## config.mk

```make
export PLATFORM = sky130hd
export DESIGN_NAME = tx_link_sequencer
export DESIGN_NICKNAME = d
export VERILOG_FILES = /design/src/rtl/tx_link_sequencer.sv
export SDC_FILE = /design/constraint.sdc
export NUM_CORES = 1
export LEC_CHECK = 0
export ABC_CLOCK_PERIOD_IN_PS = 3100
export CAP_MARGIN = 20
export CORE_MARGIN = 4
export CORE_UTILIZATION = 34
export DETAILED_ROUTE_END_ITERATION = 6
export SYNTH_ARGS = -nofsm -noshare
export SYNTH_HDL_FRONTEND = slang
export SYNTH_SLANG_ARGS = --single-unit
```

## constraint.sdc

```tcl
create_clock -name clk -period 3.1 [get_ports clk]
set_clock_uncertainty 0.2 [all_clocks]
set_input_delay 0.31 -clock clk [delete_from_list [all_inputs] [get_ports clk]]
set_output_delay 0.31 -clock clk [all_outputs]
set_load 0.02 [all_outputs]
```

## src/rtl/tx_link_sequencer.sv

```systemverilog
// Transmit link sequencer: frames upper-layer byte packets as STP/SDP..END,
// pads with IDLE and inserts lane-aligned COM+SKP ordered sets.
module tx_link_sequencer #(
  parameter int LANES        = 4,
  parameter int SKP_INTERVAL = 64,
  parameter int SKP_COUNT    = 3
) (
  input  logic       clk,
  input  logic       rst,
  input  logic       enb,
  input  logic       pkt_valid,
  output logic       pkt_ready,
  input  logic [7:0] pkt_data,
  input  logic       pkt_last,
  input  logic       pkt_type,
  output logic [3:0] control_dk,
  output logic [7:0] tx_DataE,
  output logic       skp_pending,
  output logic       os_active
);

  localparam int PW = (LANES > 1) ? $clog2(LANES) : 1;
  localparam int CW = (SKP_INTERVAL > 1) ? $clog2(SKP_INTERVAL) : 1;
  localparam int KW = (SKP_COUNT > 1) ? $clog2(SKP_COUNT) : 1;

  localparam logic [3:0] SYM_DATA = 4'b0000;
  localparam logic [3:0] SYM_COM  = 4'b0001;
  localparam logic [3:0] SYM_SKP  = 4'b0010;
  localparam logic [3:0] SYM_STP  = 4'b0011;
  localparam logic [3:0] SYM_SDP  = 4'b0100;
  localparam logic [3:0] SYM_END  = 4'b0101;
  localparam logic [3:0] SYM_EDB  = 4'b0110;
  localparam logic [3:0] SYM_IDLE = 4'b1000;

  typedef enum logic [1:0] {
    S_IDLE = 2'd0,
    S_SKP  = 2'd1,
    S_DATA = 2'd2,
    S_END  = 2'd3
  } state_t;

  state_t        state, state_next;
  logic [PW-1:0] phase, phase_next;
  logic [CW-1:0] skp_cnt, skp_cnt_next;
  logic [KW-1:0] sk_cnt, sk_cnt_next;
  logic          pending_next;
  logic [3:0]    sym_next;
  logic [7:0]    data_next;
  logic          os_next;
  logic          com_load;
  logic          skp_expire;

  assign pkt_ready  = enb & (state == S_DATA);
  assign skp_expire = (skp_cnt == CW'(SKP_INTERVAL - 1));

  always_comb begin
    phase_next   = (phase == PW'(LANES - 1)) ? '0 : phase + 1'b1;
    skp_cnt_next = skp_expire ? '0 : skp_cnt + 1'b1;
    state_next   = state;
    sk_cnt_next  = sk_cnt;
    sym_next     = SYM_IDLE;
    data_next    = 8'h00;
    os_next      = 1'b0;
    com_load     = 1'b0;
    case (state)
      S_IDLE: begin
        // A pending ordered set blocks new packets until it goes out on phase 0
        if (skp_pending) begin
          if (phase == '0) begin
            sym_next    = SYM_COM;
            os_next     = 1'b1;
            com_load    = 1'b1;
            sk_cnt_next = '0;
            state_next  = S_SKP;
          end
        end else if (pkt_valid) begin
          sym_next   = pkt_type ? SYM_SDP : SYM_STP;
          state_next = S_DATA;
        end
      end
      S_SKP: begin
        sym_next = SYM_SKP;
        os_next  = 1'b1;
        if (sk_cnt == KW'(SKP_COUNT - 1)) begin
          sk_cnt_next = '0;
          state_next  = S_IDLE;
        end else begin
          sk_cnt_next = sk_cnt + 1'b1;
        end
      end
      S_DATA: begin
        if (pkt_valid) begin
          sym_next  = SYM_DATA;
          data_next = pkt_data;
          if (pkt_last) state_next = S_END;
        end else begin
          sym_next   = SYM_EDB;
          state_next = S_IDLE;
        end
      end
      S_END: begin
        sym_next   = SYM_END;
        state_next = S_IDLE;
      end
      default: state_next = S_IDLE;
    endcase
    // A fresh expiry wins over the clear so a request is never silently lost
    pending_next = skp_expire | (skp_pending & ~com_load);
  end

  always_ff @(posedge clk or posedge rst) begin
    if (rst) begin
      state       <= S_IDLE;
      phase       <= '0;
      skp_cnt     <= '0;
      sk_cnt      <= '0;
      skp_pending <= 1'b0;
      control_dk  <= SYM_IDLE;
      tx_DataE    <= 8'h00;
      os_active   <= 1'b0;
    end else if (enb) begin
      state       <= state_next;
      phase       <= phase_next;
      skp_cnt     <= skp_cnt_next;
      sk_cnt      <= sk_cnt_next;
      skp_pending <= pending_next;
      control_dk  <= sym_next;
      tx_DataE    <= data_next;
      os_active   <= os_next;
    end
  end

endmodule

```

## Yosys cells after proc, flatten, opt, wreduce, memory -nomap -nowiden

Index checks and enable logic that the tools add are counted.

| storage, ports and cells | value |
|---|---|
| output and inout port bits | 15 |
| register bits after elaboration | 26 |
| input port bits | 14 |
| word-level logic and storage cells | 57 |

| operators by class | value |
|---|---|
| add/sub/neg operators | 3 |
| bitwise operators | 4 |
| reductions and logical operators | 5 |
| equal/unequal tests | 12 |
| mux-type cells | 25 |

Operators with widths:

| cell | count |
|---|---|
| 2-bit two-way mux | 10 |
| 8-bit two-way mux | 2 |
| 4-bit case mux with 4 select lines | 1 |
| 4-bit two-way mux | 3 |
| 3-bit inequality test (second input constant) | 3 |
| 2-bit == test (second input constant) | 4 |
| 2-bit case mux with 4 select lines | 1 |
| 6-bit by 1-bit adder with 6-bit output (second input constant) | 1 |
| 6-bit == test (second input constant) | 1 |
| 3-bit two-way mux | 2 |
| 6-bit two-way mux | 1 |
| 2-bit inequality test (second input constant) | 3 |
| 5-bit AND reduction | 1 |
| 2-bit by 1-bit adder with 2-bit output (second input constant) | 2 |
| 2-bit logical NOT | 2 |
| 2-bit case mux with 2 select lines | 1 |
| 4-bit AND reduction | 1 |
| 1-bit two-way mux | 3 |
| 1-bit AND | 2 |
| 2-bit by 1-bit == test with 1-bit output (second input constant) | 1 |
| 1-bit case mux with 2 select lines | 1 |
| 2-bit nonzero test | 1 |
| 1-bit NOT | 1 |
| 1-bit OR | 1 |

## Longest topological paths before layout

Gate-level depths: netlist (run 1).

| logic depth | value |
|---|---|
| depth after elaboration | 7 |
| depth in mapped cells | 6 |
| depth with buffers taken out | 6 |

## Worst setup path before layout (run 1)

OpenSTA, ideal clock, no wires.

| timing path | value |
|---|---|
| path type | register to output |
| from | register state[1] |
| to | output pkt_ready |
| arrival | 889 ps |
| required time | 2590 ps |
| cell stages (with the launch flop) | 4 |
| path buffers | 1 |
| slack | 1701 ps |
| path through | dfrtp_1 buf_2 nand2_1 nor2_1 |

| between the ends | value |
|---|---|
| word-level cells in the longest chain between the ends | 2 |

RTL lines:

| element | RTL line | RTL |
|---|---|---|
| start: declaration | 42 | `state_t state, state_next;` |
| start signal: assignment | 122 | `state <= state_next;` |
| 2-bit == test | 53 | `assign pkt_ready = enb & (state == S_DATA);` |
| 1-bit AND | 53 |  |
| end: declaration | 12 | `output logic pkt_ready,` |

Every way passes these cells.

## Worst setup path in the final report (run 1)

Ends and elaborated chain as after synthesis.

==> Flow_metrics.wiki, run 1 <==
{| class="wikitable"
! Metric !! Value
|-
| Cell internal pwr || ~0.67 mW
|-
| Outcome || completed
|-
| Total number of yosys warnings || 0
|-
| Multi-input gate area || about 480 µm²
|-
| Synth top area cells || sky130_fd_sc_hd__dfrtp_1, sky130_fd_sc_hd__o21ai_0, sky130_fd_sc_hd__nand2_1
|-
| Final setup violation count || 0
|-
| Gate Count Post-Synth || around 130
|-
| Proportion of netlist area held by the largest area contributor || slightly above 50%
|-
| Std-Cell Rows || 21
|-
| Placed Area || around 1500 µm²
|-
| # fillers || between 300 and 400
|-
| Port Buffer Count || 28
|-
| Final total negative setup slack || 0 ps
|-
| Max IR drop VDD || roughly 0.00024 V
|-
| Max clock buf depth || 2
|-
| Post-CTS Setup Repair Bufs || 0
|-
| Remaining routing DRC violations || 0
|-
| Routed wirelength normalized by instance count || about 11 µm
|-
| Proportion of synthesized chip area in sequential cells || 53.77%
|-
| Routed WL || around 2300 µm
|-
| Nature of the critical path endpoint || output pin
|-
| Overall global routing resource usage || a little over a tenth
|-
| Share of power burned in the clock network || about 17%
|-
| Number of buffers created by CTS || 3
|-
| Die area || 4585 µm²
|-
| Wire length of the first global-routing pass || between 3000 and 4000 µm
|-
| Lkg Pwr || 0.6847 nW
|-
| Sequential fraction of design power || around 51%
|-
| Post-Syn Nets || approximately 150
|-
| Final number of hold-violating endpoints || 0
|-
| Area used by sequential logic in the layout || 651.9 µm²
|-
| Max-Cap Viols || 0
|-
| Number of nets with antenna violations after routing || 0
|-
| Root Buffer || sky130_fd_sc_hd__clkbuf_4
|-
| Power per standard cell area || between 600 and 700 nW/µm²
|-
| Switch Pwr || between 0.3 and 0.4 mW
|-
| Classification of the worst setup path || flip-flop to output pin
|-
| Antenna violations before repair || 0
|-
| Detailed router's first-iteration violation count || 34
|-
| Core area || approximately 3400 µm²
|-
| Maximum level of the CTS H-tree || 1
|-
| Top cell type by total area after synthesis || sky130_fd_sc_hd__dfrtp_1
|-
| Endpoint required time on the critical path || 2590 ps
|-
| Clock transition at path regs || roughly 140 ps
|-
| Drt pass-1 iters || 4
|-
| RSZ-0062 raised after global routing || no
|-
| Combinational Power Share || about a third
|-
| NumNets Final || around 180
|-
| HPWL Detailed || about 1700 µm
|-
| Grt total ovfl || 0
|-
| Netlist area before placement || ~1200 µm²
|-
| Clock tree from TritonCTS || yes
|-
| Clock latency on the worst-skew pair || between 300 and 400 ps
|-
| Antenna Diode Count || 0
|-
| Placer congestion estimate || 0.7029
|-
| Worst hold slack across all endpoints || about 120 ps
|-
| Starting Density || approximately 36%
|-
| Post-route cell area || around 1600 µm²
|-
| Fraction of power spent switching nets || 33.60%
|-
| Worst slew margin relative to its limit || between 60% and 70%
|-
| Worst setup SP type || flip-flop
|-
| Post-Synthesis Mean Instance Area || 9.472 µm²
|-
| Final Slew Violations || 0
|-
| I/O pin total || 29
|-
| Share of post-route cells with drive strength above 1 || slightly below 9%
|-
| Worst slew pin tran || 558.6 ps
|-
| Via density || 4.498
|-
| Number of buffers added to fix hold violations after cts || 0
|-
| Highest net fanout along the worst path || 11
|-
| Clock sink count || 26
|-
| Min cycle time layout || around 2300 ps
|-
| Post-synthesis cell type count || 30
|-
| Width of the die || 67.72 µm
|-
| Via count of the first global-routing pass || just over 900
|-
| Detailed-route via count || just over 900
|-
| Crit path arrival time || about 1800 ps
|-
| Resized Gates After CTS || 0
|-
| Final worst-path cycle share || about three quarters
|-
| Die height || about 68 µm
|-
| Syn-to-layout area delta || 30.55%
|-
| Tightest Hold Check Type || input pin to async pin
|-
| Max Clock Freq || between 400 and 500 MHz
|-
| Maximum number of pins on one net before global-route repair || 31
|-
| Number of synthesized register bits || 26
|}
[through the flow]
stage               power (mW)  setup slack [ps]  util, %  cells
CTS                      1.019             810.2    46.25    202
finish                   1.006             819.8    46.70    203
floorplan               0.7252              1701        -    128
global placement        0.8284             905.9    45.18    198
detailed placement      0.8455             926.2    45.18    198
global route             1.084             719.3    46.70    203
[flip-flops by register name, summed over array words and instances, names as in the netlist]
signal / count
skp_cnt: 6
sk_cnt: 2
phase: 2
control_dk: 4
os_active: 1
tx_DataE: 8
skp_pending: 1
state: 2
[placed cells by master (no fill, tap or decap), types with 2 or more instances in the layout]
cell type / n
sky130_fd_sc_hd__clkdlybuf4s50_1: 28
sky130_fd_sc_hd__o21ai_0: 20
sky130_fd_sc_hd__clkbuf_4: 3
sky130_fd_sc_hd__nand2_1: 20
sky130_fd_sc_hd__xnor2_1: 3
sky130_fd_sc_hd__a21oi_1: 3
sky130_fd_sc_hd__nand3b_1: 2
sky130_fd_sc_hd__nor2_1: 8
sky130_fd_sc_hd__mux2_2: 2
sky130_fd_sc_hd__ha_1: 3
sky130_fd_sc_hd__nand3_1: 2
sky130_fd_sc_hd__inv_1: 15
sky130_fd_sc_hd__nor2b_1: 3
sky130_fd_sc_hd__a21o_1: 2
sky130_fd_sc_hd__a22oi_1: 2
sky130_fd_sc_hd__dfrtp_1: 25
[critical path, stage by stage (launching register included)]
cell and delay [ps]:
sky130_fd_sc_hd__dfrtp_1 550, sky130_fd_sc_hd__nand2_1 160, sky130_fd_sc_hd__nor2_1 120, sky130_fd_sc_hd__clkdlybuf4s50_1 620
[cells in the mapped netlist]
library cell               number
sky130_fd_sc_hd__a21o_1         2
sky130_fd_sc_hd__a21oi_1        3
sky130_fd_sc_hd__a21oi_2        1
sky130_fd_sc_hd__a22oi_1        2
sky130_fd_sc_hd__a31oi_1        1
sky130_fd_sc_hd__and3_1         1
sky130_fd_sc_hd__buf_2          3
sky130_fd_sc_hd__buf_4          1
sky130_fd_sc_hd__clkbuf_1       1
sky130_fd_sc_hd__dfrtp_1       25
sky130_fd_sc_hd__dfstp_2        1
sky130_fd_sc_hd__ha_1           3
sky130_fd_sc_hd__inv_1         15
sky130_fd_sc_hd__mux2_2         2
sky130_fd_sc_hd__nand2_1       20
sky130_fd_sc_hd__nand2b_1       1
sky130_fd_sc_hd__nand2b_4       1
sky130_fd_sc_hd__nand3_1        2
sky130_fd_sc_hd__nand3b_1       2
sky130_fd_sc_hd__nand4_1        1
sky130_fd_sc_hd__nand4_2        1
sky130_fd_sc_hd__nor2_1         8
sky130_fd_sc_hd__nor2_2         1
sky130_fd_sc_hd__nor2_4         1
sky130_fd_sc_hd__nor2b_1        3
sky130_fd_sc_hd__nor3_1         1
sky130_fd_sc_hd__o21ai_0       20
sky130_fd_sc_hd__or3_1          1
sky130_fd_sc_hd__xnor2_1        3
sky130_fd_sc_hd__xor2_1         1
[worst paths after layout]
check	slack [ps]	startpoint	cells past startpoint	to
min in group clk	310	sk_cnt[1]	2	sk_cnt[1]
worst min register to register	310	sk_cnt[1]	2	sk_cnt[1]
worst max-delay path	820	state[1]	3	pkt_ready
max in group asynchronous	2010	rst	3	control_dk[3]
worst min-delay path	120	rst	2	tx_DataE[7]
worst max register to register	1640	phase[0]	5	control_dk[3]
[cell type report]
type,count,area share (%)
Inverter,15,3.557
Multi-Input combinational cell,82,30.20
Tap cell,46,3.636
Sequential cell,26,41.19
Clock buffer,4,2.292
Timing Repair Buffer,30,19.13
[per-layer routing]
layer / vias to the layer above / wire, µm / track usage (%)
li1: 471 / - / -
met1: 418 / 1112 / 12.45
met2: 22 / 1024 / 19.20
met3: 2 / 138 / 2.163
met4: 0 / 19 / 4.557
met5: - / 0 / 0
[power groups by stage]
stage | clock network [mW] | registers (mW) | logic (mW)
2_1_floorplan | 0 | 0.528 | 0.197
3_3_place_gp | 0 | 0.516 | 0.312
3_5_place_dp | 0 | 0.521 | 0.324
4_1_cts | 0.179 | 0.515 | 0.325
5_1_grt | 0.185 | 0.531 | 0.368
6_report | 0.172 | 0.514 | 0.321
[cells by family after synthesis]
family                     after synthesis  synth area share [%]
AOI/OAI and AO/OA                       29                 13.21
xor gates and xnor gates                 4                 2.890
buffers and inverters                   20                 6.810
muxes                                    2                 1.857
adders and majority gates                3                 3.096
and+or+nand+nor                         44                 18.37
DFF                                     26                 53.77
Note: power is estimated with default switching activity, not from simulation.
==> run 2, diff against run 1 <==
--- a/config.mk
+++ b/config.mk
@@ -5,7 +5,7 @@
 export SDC_FILE = /design/constraint.sdc
 export NUM_CORES = 1
 export LEC_CHECK = 0
-export ABC_CLOCK_PERIOD_IN_PS = 3100
+export ABC_CLOCK_PERIOD_IN_PS = 2200
 export CAP_MARGIN = 20
 export CORE_MARGIN = 4
 export CORE_UTILIZATION = 34
==> constraint.sdc (replaced) <==
create_clock -name clk -period 2.2 [get_ports clk]
set_clock_uncertainty 0.2 [all_clocks]
set_input_delay 0.22 -clock clk [delete_from_list [all_inputs] [get_ports clk]]
set_output_delay 0.22 -clock clk [all_outputs]
set_load 0.02 [all_outputs]
==> Flow_metrics.wiki, run 2 (synthesis gave the netlist of run 1 again) <==
{| class="wikitable"
! Metric !! Value
|-
| Share of post-route cells with drive strength above 1 || 9.494% (+0.58 points)
|-
| Highest net fanout along the worst path || 10 (-1)
|-
| Clock tree from TritonCTS || yes
|-
| Die height || 67.72 µm (unchanged)
|-
| Via count of the first global-routing pass || 886 (-2.5%)
|-
| Post-route insts no fill || 204 (+0.49%)
|-
| Post-route worst setup slack || 171.0 ps (-648.8 ps)
|-
| Crit path arrival time || 1610 ps (-160 ps)
|-
| Width of the die || 67.72 µm (unchanged)
|-
| Std-Cell Rows || 21 (unchanged)
|-
| Remaining routing DRC violations || 0 (unchanged)
|-
| Worst slew margin relative to its limit || 78.42% (+16 points)
|-
| Wire length of the first global-routing pass || 3836 µm (+2.2%)
|-
| Final total negative setup slack || 0 ps (unchanged)
|-
| Antenna Diode Count || 0 (unchanged)
|-
| Fraction of the core area covered by cells at the end of the flow || 47.18% (+0.48 points)
|-
| Overall global routing resource usage || 11.04% (+0.24 points)
|-
| Number of buffers created by CTS || 3 (unchanged)
|-
| Die area || 4585 µm² (unchanged)
|-
| Clock transition at path regs || 150 ps (about the same)
|-
| Power per standard cell area || 945.5 nW/µm² (+49%)
|-
| # fillers || 321 (+5.6%)
|-
| Commonest non-fill, non-tap cell in the layout || sky130_fd_sc_hd__clkdlybuf4s50_1
|-
| Detailed router's first-iteration violation count || 35 (+2.9%)
|-
| Root Buffer || sky130_fd_sc_hd__clkbuf_4
|-
| Final setup violation count || 0 (unchanged)
|-
| Maximum level of the CTS H-tree || 1 (unchanged)
|-
| Final number of hold-violating endpoints || 0 (unchanged)
|-
| Number of nets with antenna violations after routing || 0 (unchanged)
|-
| Worst setup SP type || flip-flop
|-
| Multi-input gate area || 478.0 µm² (unchanged)
|-
| Antenna violations before repair || 0 (unchanged)
|-
| Largest regs || tx_DataE (8), skp_cnt (6), control_dk (4)
|-
| Max clock buf depth || 2 (unchanged)
|-
| Area used by sequential logic in the layout || 651.9 µm² (unchanged)
|-
| Min cycle time layout || 2029 ps
|-
| Placer congestion estimate || 0.7305 (+3.9%)
|-
| NumNets Final || 176 (+0.57%)
|-
| Clock latency on the worst-skew pair || 330 ps (about the same)
|-
| Grt total ovfl || 0 (unchanged)
|-
| Routed wirelength normalized by instance count || 11.22 µm (-0.75%)
|-
| Most flops, register || tx_DataE
|-
| Worst slew pin tran || 323.6 ps (-235.0 ps)
|-
| Number of buffers added to fix hold violations after cts || 0 (unchanged)
|-
| Resized Gates After CTS || 0 (unchanged)
|-
| Outcome || completed
|-
| Maximum number of pins on one net before global-route repair || 31 (unchanged)
|-
| Post-CTS Setup Repair Bufs || 0 (unchanged)
|-
| Drt pass-1 iters || 2 (-2)
|-
| Nature of the critical path endpoint || output pin
|-
| DP Worst Slack || 209.9 ps (-716.3 ps)
|-
| Max IR drop VDD || 0.0003352 V (+40%)
|-
| Classification of the worst setup path || flip-flop to output pin
|-
| Via density || 4.544 (+1.0%)
|-
| RSZ-0062 raised after global routing || no
|-
| Clock sink count || 26 (unchanged)
|-
| Max-Cap Viols || 0 (unchanged)
|-
| Max Clock Freq || between 400 and 500 MHz
|-
| Port Buffer Count || 28 (unchanged)
|-
| Endpoint required time on the critical path || 1780 ps (-810 ps)
|-
| HPWL Detailed || 1655 µm (-0.50%)
|-
| Final worst-path cycle share || between 90% and 100%
|-
| Leading cell types in the layout, fill and taps excluded || sky130_fd_sc_hd__clkdlybuf4s50_1, sky130_fd_sc_hd__dfrtp_1, sky130_fd_sc_hd__nand2_1, sky130_fd_sc_hd__o21ai_0, sky130_fd_sc_hd__inv_1
|-
| Flip-flop count of the largest register after layout || 8 (unchanged)
|-
| Dpl cells || 200 (+1.0%)
|-
| Routed WL || 2288 µm (-0.26%)
|-
| Tightest Hold Check Type || input pin to async pin
|-
| Starting Density || 35.77% (unchanged)
|-
| Lkg Pwr || 0.6938 nW (+1.3%)
|-
| Core area || 3390 µm² (unchanged)
|-
| Detailed-route via count || 927 (+1.5%)
|-
| Final Slew Violations || 0 (unchanged)
|-
| Syn-to-layout area delta || 31.89%
|-
| I/O pin total || 29 (unchanged)
|-
| Worst hold slack across all endpoints || 32.46 ps (-91.76 ps)
|}
[run 2: worst max-delay path, stage by stage (launching register included)]
cell and delay (ps):
sky130_fd_sc_hd__dfrtp_1 510, sky130_fd_sc_hd__nor2_1 140, sky130_fd_sc_hd__clkdlybuf4s50_1 620
[run 2: final timing paths]
check,startpoint,endpoint,slack (ps),cells past startpoint
max,state[0],pkt_ready,170,2
min,rst,tx_DataE[0],30,3
max reg2reg,phase[0],control_dk[3],730,5
min reg2reg,sk_cnt[1],sk_cnt[1],320,2
max in group asynchronous,rst,control_dk[3],1480,3
min in group clk,pkt_data[0],tx_DataE[0],230,3
[run 2: area by class of cell]
class,count,area share (%)
inverters,15,3.521
clock inverters,1,1.878
multi-input cells,82,29.89
clock buffers,3,1.408
flip-flops and latches,26,40.77
well taps,46,3.599
repair buffers,31,18.94
[run 2: power by group]
group / switching (mW) / internal (mW) / total (mW)
logic: 0.228 / 0.233 / 0.462
registers: 0.107 / 0.609 / 0.716
clock network: 0.149 / 0.184 / 0.334
total: 0.485 / 1.03 / 1.51
[run 2: per-stage QoR]
step                cell area, µm²  power (mW)
finish                        1599       1.512
detailed placement            1546       1.194
floorplan                     1212       1.022
global placement              1546       1.176
CTS                           1599       1.535
global route                  1599       1.629
[run 2: routing by layer]
metal	wire length (µm)	share of wire (%)	up-vias	global-route usage (%)
met2	1013	44	25	17.74
met5	0	0	-	0
met1	1067	47	422	14.42
met3	168	7.3	5	2.163
li1	-	-	475	-
met4	38	1.7	0	4.557
==> run 3, diff against run 2 <==
--- a/config.mk
+++ b/config.mk
@@ -10,6 +10,7 @@
 export CORE_MARGIN = 4
 export CORE_UTILIZATION = 34
 export DETAILED_ROUTE_END_ITERATION = 6
+export SLEW_MARGIN = 0
 export SYNTH_ARGS = -nofsm -noshare
 export SYNTH_HDL_FRONTEND = slang
 export SYNTH_SLANG_ARGS = --single-unit
==> results of run 3 <==
The final DEF is identical to that of run 2; final timing and power are the same.
